### src/rtl/tone_sequencer.sv
// Note sequencer for buzzer pin BP1: takes one (pitch, duration) request at a time,
// plays it as a square wave, then inserts a fixed silent gap before accepting the next.
module tone_sequencer #(
    parameter int CLK_HZ = 48_000_000,
    parameter int GAP_MS = 20
) (
    input  logic        CLK,
    input  logic        RST_N,
    input  logic        tone_valid,
    input  logic [3:0]  tone_code,
    input  logic [11:0] tone_dur_ms,
    output logic        tone_ready,
    input  logic        stop,
    output logic        busy,
    output logic        done,
    output logic        BP1
);
    localparam int            CW       = 17;
    localparam int            MS_CYC   = CLK_HZ / 1000;
    localparam logic [CW-1:0] MS_LAST  = CW'(MS_CYC - 1);
    localparam logic [11:0]   GAP_LAST = 12'(GAP_MS - 1);
    localparam logic [CW-1:0] ONE      = CW'(1);
    localparam logic [CW-1:0] ZERO     = CW'(0);

    typedef enum logic [1:0] {
        S_IDLE = 2'd0,
        S_PLAY = 2'd1,
        S_GAP  = 2'd2
    } state_t;

    // Half-period in clock cycles; zero marks a rest (no toggling).
    function automatic logic [CW-1:0] half_of(input logic [3:0] code);
        logic [CW-1:0] h;
        case (code)
            4'd1:    h = CW'(CLK_HZ / (2 * 262));
            4'd2:    h = CW'(CLK_HZ / (2 * 294));
            4'd3:    h = CW'(CLK_HZ / (2 * 330));
            4'd4:    h = CW'(CLK_HZ / (2 * 349));
            4'd5:    h = CW'(CLK_HZ / (2 * 392));
            4'd6:    h = CW'(CLK_HZ / (2 * 440));
            4'd7:    h = CW'(CLK_HZ / (2 * 494));
            4'd8:    h = CW'(CLK_HZ / (2 * 523));
            4'd9:    h = CW'(CLK_HZ / (2 * 1000));
            default: h = ZERO;
        endcase
        return h;
    endfunction

    state_t        state_q, state_d;
    logic [CW-1:0] half_q, half_d;
    logic [11:0]   dur_q, dur_d;
    logic [CW-1:0] half_cnt_q, half_cnt_d, half_run_s;
    logic [CW-1:0] ms_cyc_q, ms_cyc_d, ms_cyc_run_s;
    logic [11:0]   ms_cnt_q, ms_cnt_d, ms_cnt_run_s;
    logic          bp1_q, bp1_d, bp1_run_s;
    logic          done_q, done_d;
    logic          busy_q;
    logic          ready_s, accept_s, ms_wrap_s, keep_s;

    assign ready_s   = (state_q == S_IDLE) && !stop;
    assign accept_s  = tone_valid && ready_s;
    assign ms_wrap_s = (ms_cyc_q == MS_LAST);

    // Next-state, latched request and free-running counter values
    always_comb begin
        state_d      = state_q;
        half_d       = half_q;
        dur_d        = dur_q;
        done_d       = 1'b0;
        half_run_s   = half_cnt_q;
        bp1_run_s    = bp1_q;
        ms_cyc_run_s = ms_cyc_q;
        ms_cnt_run_s = ms_cnt_q;
        case (state_q)
            S_IDLE: begin
                if (accept_s) begin
                    half_d = half_of(tone_code);
                    dur_d  = tone_dur_ms;
                    if (tone_dur_ms != 12'd0) begin
                        state_d = S_PLAY;
                    end else if (GAP_MS != 0) begin
                        state_d = S_GAP;
                    end else begin
                        state_d = S_IDLE;
                        done_d  = 1'b1;
                    end
                end else begin
                    state_d = S_IDLE;
                end
            end
            S_PLAY: begin
                if (half_q == ZERO) begin
                    half_run_s = ZERO;
                    bp1_run_s  = 1'b0;
                end else if (half_cnt_q == half_q - ONE) begin
                    half_run_s = ZERO;
                    bp1_run_s  = ~bp1_q;
                end else begin
                    half_run_s = half_cnt_q + ONE;
                    bp1_run_s  = bp1_q;
                end
                if (stop) begin
                    state_d = S_IDLE;
                end else if (ms_wrap_s && (ms_cnt_q == dur_q - 12'd1)) begin
                    if (GAP_MS != 0) begin
                        state_d = S_GAP;
                    end else begin
                        state_d = S_IDLE;
                        done_d  = 1'b1;
                    end
                end else begin
                    state_d = S_PLAY;
                end
            end
            S_GAP: begin
                if (stop) begin
                    state_d = S_IDLE;
                end else if (ms_wrap_s && (ms_cnt_q == GAP_LAST)) begin
                    state_d = S_IDLE;
                    done_d  = 1'b1;
                end else begin
                    state_d = S_GAP;
                end
            end
            default: begin
                state_d = S_IDLE;
            end
        endcase
        if (ms_wrap_s) begin
            ms_cyc_run_s = ZERO;
            ms_cnt_run_s = ms_cnt_q + 12'd1;
        end else begin
            ms_cyc_run_s = ms_cyc_q + ONE;
            ms_cnt_run_s = ms_cnt_q;
        end
    end

    // Counters only run while staying in PLAY/GAP; any state entry restarts them from zero.
    assign keep_s     = (state_d == state_q) && (state_q != S_IDLE);
    assign half_cnt_d = keep_s ? half_run_s : ZERO;
    assign ms_cyc_d   = keep_s ? ms_cyc_run_s : ZERO;
    assign ms_cnt_d   = keep_s ? ms_cnt_run_s : 12'd0;
    assign bp1_d      = (keep_s && (state_q == S_PLAY)) ? bp1_run_s : 1'b0;

    // State, counters and registered outputs
    always_ff @(posedge CLK or negedge RST_N) begin
        if (!RST_N) begin
            state_q    <= S_IDLE;
            half_q     <= ZERO;
            dur_q      <= 12'd0;
            half_cnt_q <= ZERO;
            ms_cyc_q   <= ZERO;
            ms_cnt_q   <= 12'd0;
            bp1_q      <= 1'b0;
            done_q     <= 1'b0;
            busy_q     <= 1'b0;
        end else begin
            state_q    <= state_d;
            half_q     <= half_d;
            dur_q      <= dur_d;
            half_cnt_q <= half_cnt_d;
            ms_cyc_q   <= ms_cyc_d;
            ms_cnt_q   <= ms_cnt_d;
            bp1_q      <= bp1_d;
            done_q     <= done_d;
            busy_q     <= (state_d != S_IDLE);
        end
    end

    assign tone_ready = ready_s;
    assign busy       = busy_q;
    assign done       = done_q;
    assign BP1        = bp1_q;
endmodule

### config.mk
export PLATFORM = sky130hd
export DESIGN_NAME = tone_sequencer
export DESIGN_NICKNAME = d
export VERILOG_FILES = /design/src/rtl/tone_sequencer.sv
export SDC_FILE = /design/constraint.sdc
export NUM_CORES = 1
export LEC_CHECK = 0
export ABC_AREA = 1
export BUFFER_PORTS_ARGS = -buffer_cell sky130_fd_sc_hd__buf_2
export CORE_ASPECT_RATIO = 1.1
export CORE_MARGIN = 5
export CORE_UTILIZATION = 60
export DETAILED_ROUTE_END_ITERATION = 7
export HOLD_SLACK_MARGIN = 0.1
export PLACE_DENSITY = 0.78
export SYNTH_ARGS = -nofsm -noshare
export SYNTH_HDL_FRONTEND = slang
export SYNTH_SLANG_ARGS = --single-unit
### constraint.sdc
create_clock -name CLK -period 3.3 [get_ports CLK]
set_input_delay 0.495 -clock CLK [delete_from_list [all_inputs] [get_ports CLK]]
set_output_delay 0.495 -clock CLK [all_outputs]
set_load 0.02 [all_outputs]
==> results.json, run 1 <==
{
  "worstSetupPathType": "reg2reg",
  "clkPwrFrac_pct": 27.6,
  "cp.arrival_ns": 2.60,
  "powerDensity_nw_per_um2": 412.1,
  "dp_hpwl_mm": 8.171,
  "start_kind": "flip-flop",
  "grt_use_total_pct": 22.07,
  "synth_seq_cells": 80,
  "status": "complete, no violations",
  "place.gp.congestion": 0.9610,
  "drtIter0Drc": 340,
  "fin_worst_hold_slack_ns": 0.2868,
  "p_comb_share_pct": 23.9,
  "switching_share_pct": 35.12,
  "clock_skew_ns": 0.02040,
  "synth_xor_area_share_pct": 8.593,
  "synth_area_leaders": "dfrtp_1 37%, nand2_1 14%, nor2_1 6.7%",
  "synthArstFlopShare_pct": 100.0,
  "antenna_left": 0,
  "ir_worst_vdd_v": 0.0002539,
  "synth_warnings": 0,
  "antenna_cells": 0,
  "overflow": 0,
  "pwr-share-seq_pct": 48.5,
  "post_cts_buffers": 0,
  "io_buffers": 23,
  "synth_top_family_by_area": "simple AND/OR/NAND/NOR gates",
  "synth_compound_area_share_pct": 6.707,
  "postCtsHoldBufs": 0,
  "fin_crit_sh_pct": 71.37,
  "drv_slew": 0,
  "syn_to_final_growth_pct": 6.544,
  "finalHoldViolCount": 0,
  "avgViaCountPerCell": 5.310,
  "root_buffer": "clkbuf_8",
  "grt_pass1_vias": 4324,
  "drive_gt1_share_pct": 9.561,
  "hold_path.class": "in2async",
  "synthDistinctLibCells": 38,
  "tightest_slew_ns": 0.9744,
  "timing.setup.tns_ns": 0,
  "dpl.cell_count": 872,
  "synth_area_leader_cell": "dfrtp_1",
  "clk_latency_ns": 0.36,
  "io_pins": 24,
  "cts_resized": 0,
  "cap_violations": 0,
  "ys_seq_area_share_pct": 37.26,
  "vias": 4715,
  "clk_pin_slew_worst_paths_ns": 0.09,
  "min_period_ns": 2.355,
  "clock_sinks": 80,
  "max_freq_mhz": 424.6,
  "ys.flop_type": "dfrtp_1",
  "switching_power_uw": 828.4,
  "antenna_found_initial": 0,
  "grt_start_max_net_pins": 81,
  "stdcell_area_sq_um": 5724,
  "postPlaceCellArea_sq_um": 5553,
  "die_h_um": 109.2,
  "cts_tree": "yes",
  "finalWirelength_mm": 11.13,
  "cts_buffers": 9,
  "synth_top_area_share_pct": 37.26,
  "htreeDepth": 3,
  "nets": 801,
  "grt_pass1_wl_mm": 19.64,
  "drc": 0,
  "syn_area_sq_um": 5373,
  "syn_avg_cell_area_sq_um": 7.164,
  "worstSetupEndpointType": "flip-flop",
  "power.internal_mw": 1.530,
  "fin_cells": 888,
  "rsz0062_at_grt": "no",
  "setup_violations": 0,
  "synth_edf_count": 0,
  "core-area_sq_um": 8828,
  "yosys.area_share.simple_pct": 36.14,
  "slew_headroom_pct": 35.04,
  "rows": 36,
  "avgRoutedWirePerCell_um": 12.53,
  "synth-adder-area-share_pct": 2.795,
  "worst-path-max-fanout": 17,
  "p_leak_nw": 2.791,
  "initial_core_util_pct": 60.86,
  "synth.area.mux_share_pct": 0,
  "syn_inst": 750,
  "die_area_sq_um": 10950,
  "syn_nets": 782,
  "clockBufferDepth": 2,
  "cp.required_ns": 3.54,
  "die_x_um": 100.2,
  "firstDrtPassIters": 5
}
[cells in the mapped netlist, types with 2 or more instances]
library cell,number
a22oi_1,3
xor2_1,36
nor2_4,3
nor2_1,96
o22ai_1,2
inv_2,2
nor3_2,2
nand4_1,15
a2bb2oi_1,4
nand2_2,6
dfrtp_1,80
nand3_2,4
inv_1,94
o211ai_1,2
ha_1,12
clkbuf_1,9
xnor2_1,14
nor2_2,13
nand3b_1,10
nor4_1,6
buf_6,3
nor3_1,17
buf_2,4
o21ai_0,33
nand2_1,194
nand3_1,64
a21oi_1,11
[cell families (layout without fill, tap and decap cells)]
kind of cell    after synthesis  count (layout)
flops                        80              80
xor+xnor                     51              51
fa+ha+maj                    12              12
simple gates                432             432
compound gates               61              61
buf+inv                     114             138
[cell type report]
type                            count  area [sq um]
Fill cell                         803          3104
Multi-Input combinational cell    556          2914
Sequential cell                    80          2002
Inverter                           98         369.1
Tap cell                          114         142.6
Clock buffer                       10         127.6
Timing Repair Buffer               24         125.1
Clock inverter                      6         43.79
[final timing paths]
path                                 start       endpoint  slack (ns)  depth (start not counted)
hold / removal                       RST_N    ms_cnt_q[4]        0.29                          1
setup / recovery               ms_cyc_q[0]  half_cnt_q[6]        0.94                         10
min in group CLK           tone_dur_ms[10]      dur_q[10]        0.35                          3
setup reg to reg               ms_cyc_q[0]  half_cnt_q[6]        0.94                         10
hold reg to reg                ms_cyc_q[0]    ms_cyc_q[0]        0.47                          1
max in group asynchronous            RST_N      half_q[2]        2.38                          1
[cell usage in the layout, fill, tap and decap left out, drive strengths merged]
cell and n:
clkbuf 10, nor3 19, inv 97, a31oi 1, nor2 112, o31ai 1, o211ai 2, a22oi 3
dfrtp 80, o22ai 2, o21ai 34, o2111ai 1, buf 24, clkinv 3, a31o 1, nand4 15
nand3b 10, a21oi 11, ha 12, xor2 36, xnor2 14, a2bb2oi 4, xor3 1, o21bai 1
nand2 201, clkinvlp 4, nor4 6, nand3 69
[per-stage QoR]
step / setup WS [ns] / utilization (%) / total power [mW]
floorplan: 1.298 / - / 1.578
global placement: 0.9848 / 62.90 / 1.700
detailed placement: 0.9486 / 62.90 / 1.719
CTS: 0.9020 / 64.84 / 2.372
global route: 0.6969 / 64.84 / 2.514
finish: 0.9447 / 64.84 / 2.359
[critical path: stages (launching register included)]
cell and delay, ns:
dfrtp_1 0.38, ha_1 0.22, nand3_2 0.12, clkinv_2 0.08
nand4_1 0.07, nor3_1 0.26, nand4_1 0.20, nand3_1 0.19
clkinv_1 0.44, nand2_1 0.19, nand2_1 0.06
[sequential cells by signal (all words and copies together) (netlist names)]
register / cells
dur_q: 12
done: 1
state_q: 2
half_cnt_q: 17
BP1: 1
ms_cnt_q: 12
ms_cyc_q: 17
busy: 1
half_q: 17
[power by group through the flow]
stage               Sequential [mW]  Combinational, mW  Clock [mW]
finish                         1.14              0.563       0.652
global placement               1.16              0.542           0
CTS                            1.14              0.562       0.667
detailed placement             1.16              0.557           0
global route                   1.16              0.646       0.713
floorplan                      1.14              0.436           0
[per-layer routing]
layer	global-route usage, %	share of wire [%]	vias up
li1	-	-	2423
met4	7.892	1.6	0
met5	0	0	-
met2	34.00	45	87
met1	32.14	51	2192
met3	2.623	3.3	13
(Power assumes the default switching activity.)
==> run 2, diff against run 1 <==
CORE_UTILIZATION = 56   (was 60)
PLACE_DENSITY = 0.76   (was 0.78)
clock period = 2 ns   (was 3.3 ns; I/O delays follow)
==> run 2 against run 1 <==
The flow now finishes with violations (negative setup slack). Clock-buffer cell count is 1 lower. Combinational power rose by 130%. Global-route usage increased by 1.5 points. Sequential share of layout area is 4.7 points lower. Non-clock buffer count increased by 65. Routed wire length grew 20%. Clock skew decreased by 0.0074 ns. First-iteration DRC count down 10%. Worst hold slack got worse by 0.14 ns.
==> results.json, run 2 (synthesis gave the netlist of run 1 again) <==
{
  "slew_headroom_pct": 60.86,
  "r2r.worst_path.cells": 13,
  "wl_met3_um": 662,
  "overflow": 0,
  "ir_worst_vdd_v": 0.0003928,
  "dp_hpwl_mm": 9.043,
  "vias": 5187,
  "clk_latency_ns": 0.36,
  "clock_sinks": 80,
  "start_kind": "flip-flop",
  "tightest_slew_ns": 0.5871,
  "max_freq_mhz": 477.2,
  "setup_violations": 40,
  "reg.largest.list": "half_cnt_q x17, half_q x17, ms_cyc_q x17",
  "die_h_um": 112.7,
  "rrSetupSlack_ns": -0.1,
  "drtIter0Drc": 306,
  "die_area_sq_um": 11660,
  "p_comb_share_pct": 29.7,
  "fin_crit_sh_pct": 104.8,
  "top_layer_used": "met4",
  "hold_path.class": "in2reg",
  "power.internal_mw": 2.893,
  "drv_slew": 0,
  "place.gp.congestion": 0.8761,
  "postPlaceCellArea_sq_um": 5919,
  "final_cell_mix": "189 x nand2_1, 89 x inv_1, 82 x nor2_1",
  "antenna_cells": 0,
  "cp.required_ns": 2.24,
  "cap_violations": 0,
  "nets": 870,
  "io_pins": 24,
  "firstDrtPassIters": 6,
  "switching_share_pct": 34.59,
  "worstSetupPathType": "reg2reg",
  "dpl.cell_count": 920,
  "worstSetupEndpointType": "flip-flop",
  "status": "finished, violations left",
  "setup_slack_ns": -0.09538,
  "avgRoutedWirePerCell_um": 13.89,
  "clkPwrFrac_pct": 27.7,
  "grt_use_total_pct": 23.52,
  "drive_gt1_share_pct": 22.30,
  "min_period_ns": 2.095,
  "powerDensity_nw_per_um2": 667.5,
  "pwr-share-seq_pct": 42.6,
  "drc": 0,
  "finalWirelength_mm": 13.34,
  "antenna_left": 0,
  "io_buffers": 23,
  "antenna_found_initial": 0,
  "grt_pass1_wl_mm": 22.30,
  "cp.arrival_ns": 2.34,
  "layout_commonest_cell": "nand2_1",
  "clk_pin_slew_worst_paths_ns": 0.09,
  "violations": "negative setup slack",
  "die_x_um": 103.4,
  "initial_core_util_pct": 57.45,
  "rsz0062_at_grt": "yes",
  "wl_met2_mm": 6.254,
  "rows": 37,
  "p_leak_nw": 3.168,
  "syn_to_final_growth_pct": 23.33,
  "root_buffer": "clkbuf_8",
  "finalHoldViolCount": 0,
  "avgViaCountPerCell": 5.403,
  "cts_buffers": 9,
  "grt_pass1_vias": 4948,
  "grt_start_max_net_pins": 46,
  "clockBufferDepth": 2,
  "htreeDepth": 3,
  "holdPathStages": 3,
  "fin_cells": 960,
  "cts_tree": "yes",
  "stdcell_area_sq_um": 6626,
  "core-area_sq_um": 9351,
  "wl_met1_mm": 6.124,
  "worst-path-max-fanout": 15,
  "clock_skew_ns": 0.01300,
  "fillerInstances": 737,
  "switching_power_mw": 1.530
}
run 2: power by group through the flow:
stage | logic (mW) | clock network (mW) | registers (mW)
3_5_place_dp | 1.07 | 0 | 1.90
2_1_floorplan | 0.719 | 0 | 1.88
4_1_cts | 1.19 | 1.25 | 1.87
3_3_place_gp | 1.05 | 0 | 1.89
5_1_grt | 1.48 | 1.32 | 1.91
6_report | 1.31 | 1.23 | 1.89
run 2: per-stage QoR:
stage	TNS, ns	setup WS (ns)	utilization [%]	power (mW)	hold WS [ns]
5_1_grt	-7.735	-0.2345	70.86	4.707	0.1644
2_1_floorplan	0	0.002103	-	2.603	0.004409
4_1_cts	-0.1389	-0.01888	68.09	4.308	0.1336
3_3_place_gp	-1.228	-0.05773	63.30	2.948	0.3380
6_report	-1.714	-0.09538	70.86	4.423	0.1430
3_5_place_dp	-4.537	-0.1266	63.30	2.971	0.3445
run 2: routing by layer:
| metal | track usage (%) | vias up |
|---|---|---|
| li1 | - | 2584 |
| met1 | 33.69 | 2414 |
| met2 | 36.05 | 156 |
| met3 | 3.453 | 33 |
| met4 | 8.463 | 0 |
| met5 | 0 | - |
run 2: final cells by class:
| class | count | area, sq um | share of cell area [%] |
|---|---|---|---|
| inverter | 98 | 371.6 | 5.608 |
| sequential | 80 | 2007 | 30.29 |
| timing repair buffer | 89 | 705.7 | 10.65 |
| tap | 117 | 146.4 | 2.209 |
| multi-input combinational | 560 | 3193 | 48.19 |
| clock inverter | 7 | 78.83 | 1.190 |
| clock buffer | 9 | 123.9 | 1.869 |
run 2: worst max-delay path, stage by stage (launching register included):
cell      delay, ns
dfrtp_1        0.40
inv_2          0.08
ha_4           0.27
xor2_1         0.14
nand2_1        0.06
nor2_1         0.10
nand2_1        0.07
nor2_2         0.09
nand3_2        0.12
o21bai_4       0.24
nor2_4         0.09
buf_12         0.16
nand3b_1       0.09
nand2_1        0.06
run 2: path summary, 6_finish.rpt:
check,start,endpoint
worst max-delay path,dur_q[0],half_cnt_q[3]
worst min-delay path,tone_dur_ms[10],dur_q[10]
worst max register to register,dur_q[0],half_cnt_q[3]
worst min register to register,dur_q[11],dur_q[11]
max in group asynchronous,RST_N,half_q[2]
min in group asynchronous,RST_N,ms_cyc_q[0]
run 2: what timing repair did:
item,4_1_cts,5_1_grt
buffers inserted,8,14
pin swaps,18,32
endpoints found under the setup margin,48,50
hold buffers,1,0
gates cloned,3,1
hold endpoints to repair,44,0
resized for setup,24,43
==> run 3, diff against run 2 <==
CORE_ASPECT_RATIO = 1.75   (was 1.1)
CORE_UTILIZATION = 60   (was 56)
PLACE_DENSITY = default   (was 0.76)
PLACE_DENSITY_LB_ADDON = 0.08   (was default)
clock period = 2.4 ns   (was 2 ns; I/O delays follow)
==> run 3 against run 2 <==
The run now ends clean. Register-to-register slack gained 0.23 ns. Final cell count is 6.6% lower. Worst setup slack better by 0.23 ns. Clock-buffer cell count is 3 higher. Largest power group unchanged. Highest routed layer unchanged.
==> results.json, run 3 (synthesis gave the netlist of run 1 again) <==
{
  "hold_path.class": "in2reg",
  "postLayoutCoreUtil_pct": 67.89,
  "regArea_sq_um": 2002,
  "wl_met2_mm": 7.182,
  "die_h_um": 135.2,
  "rows": 45,
  "start_kind": "flip-flop",
  "clock_skew_ns": 0.009605,
  "clockBufferDepth": 2,
  "worstSetupEndpointType": "flip-flop",
  "switching_share_pct": 31.87,
  "worst-path-max-fanout": 16,
  "avgRoutedWirePerCell_um": 14.42,
  "antenna_found_initial": 0,
  "reg.largest.list": "half_cnt_q x17, half_q x17, ms_cyc_q x17",
  "drc": 0,
  "timing.setup.tns_ns": 0,
  "max_freq_mhz": 442.2,
  "vias": 4890,
  "cts_buffers": 9,
  "syn_to_final_growth_pct": 10.27,
  "die_area_sq_um": 11020,
  "status": "complete, no violations",
  "grt_pass1_vias": 4810,
  "postPlaceCellArea_sq_um": 5592,
  "firstDrtPassIters": 4,
  "switching_power_mw": 1.194,
  "multiInputGateArea_sq_um": 2917,
  "die_x_um": 81.53,
  "grt_use_total_pct": 25.19,
  "clkPwrFrac_pct": 36.1,
  "p_leak_nw": 2.883,
  "power_mw": 3.745,
  "powerDensity_nw_per_um2": 632.2,
  "cap_violations": 0,
  "dp_hpwl_mm": 9.729,
  "fin_crit_sh_pct": 94.22,
  "setup_violations": 0,
  "setup_slack_ns": 0.1388,
  "antenna_left": 0,
  "drv_slew": 0,
  "grt_pass1_wl_mm": 21.67,
  "final_cell_mix": "194 x nand2_1, 96 x nor2_1, 93 x inv_1",
  "wl_met3_um": 328,
  "cp.arrival_ns": 2.48,
  "root_buffer": "clkbuf_16",
  "drtIter0Drc": 231,
  "pwr-share-seq_pct": 42.4,
  "min_period_ns": 2.261,
  "nets": 807,
  "clk_latency_ns": 0.34,
  "place.gp.congestion": 0.9247,
  "cts_tree": "yes",
  "clock_sinks": 80,
  "antenna_cells": 0,
  "finalWirelength_mm": 12.93,
  "ir_worst_vdd_v": 0.0005703,
  "initial_core_util_pct": 61.56,
  "slew_headroom_pct": 59.03,
  "power.internal_mw": 2.552,
  "overflow": 0,
  "layout_commonest_cell": "nand2_1",
  "htreeDepth": 3,
  "drive_gt1_share_pct": 10.13,
  "p_comb_share_pct": 21.5,
  "stdcell_area_sq_um": 5924,
  "post-place-ws_ns": 0.1018,
  "top_layer_used": "met4",
  "core-area_sq_um": 8727,
  "clk_pin_slew_worst_paths_ns": 0.06,
  "io_buffers": 23,
  "avgViaCountPerCell": 5.452,
  "fillerInstances": 740,
  "finalHoldViolCount": 0,
  "io_pins": 24,
  "tightest_slew_ns": 0.6138,
  "worstSetupPathType": "reg2reg",
  "wl_met1_mm": 4.789,
  "grt_start_max_net_pins": 44,
  "cp.required_ns": 2.62
}
## run 3: cell count changes in the layout (fill, tap and decap cells not counted), sizes merged
| cell | previous run | this run |
|---|---|---|
| inv | 98 | 97 |
| clkbuf | 9 | 12 |
| nand2 | 202 | 201 |
| clkinvlp | 3 | 2 |
| nand3 | 72 | 69 |
| clkinv | 3 | 2 |
| buf | 88 | 29 |
## run 3: final cells by class
class                      instances  area share, %
clock inverter                     4         0.9081
inverter                          98          6.272
clock buffer                      12          3.992
timing repair buffer              30          3.337
multi-input combinational        556          49.23
tap                              117          2.471
sequential                        80          33.79
## run 3: per-stage QoR
stage	hold slack, ns	std cells
after floorplan	0.06441	750
after global placement	0.3546	878
after detailed placement	0.3623	878
after CTS	0.2365	895
after global routing	0.2355	897
final	0.2542	897
## run 3: worst max-delay path, stage by stage (launching register included)
cell and delay [ns]:
dfrtp_1 0.44, inv_1 0.15, ha_1 0.23, inv_1 0.05, nand2_1 0.08, nand2_1 0.06, nand2_1 0.05, nand2_1 0.05
nor2_1 0.08, nand2_1 0.05, nor2_1 0.09, nand3_1 0.15, o21bai_4 0.26, nor2_4 0.08, buf_12 0.17, nand3b_1 0.08
nand2_1 0.06
## run 3: worst paths after layout
check	from	endpoint	slack, ns	cells after the start
max in group asynchronous	RST_N	half_cnt_q[1]	1.24	3
hold / removal	tone_dur_ms[10]	dur_q[10]	0.25	3
hold reg to reg	ms_cyc_q[0]	ms_cyc_q[0]	0.46	1
setup / recovery	dur_q[0]	half_cnt_q[7]	0.14	16
min in group asynchronous	RST_N	dur_q[2]	0.53	2
setup reg to reg	dur_q[0]	half_cnt_q[7]	0.14	16
## run 3: metal layers
metal	global-route usage [%]	up-vias
met4	13.91	0
met5	0	-
met1	25.71	2292
met3	3.662	46
met2	47.05	119
li1	-	2433
## run 3: power by group through the flow
stage	combinational [mW]	sequential, mW	clock (mW)
6_report	0.805	1.59	1.35
3_3_place_gp	0.768	1.60	0
4_1_cts	0.794	1.59	1.38
2_1_floorplan	0.600	1.57	0
3_5_place_dp	0.785	1.61	0
5_1_grt	0.924	1.60	1.44
## run 3: what timing repair did
action	4_1_cts	5_1_grt
setup buffers	0	2
setup endpoints to repair	0	33
resized for setup	0	4
hold buffers	1	0
hold endpoints to repair	37	0
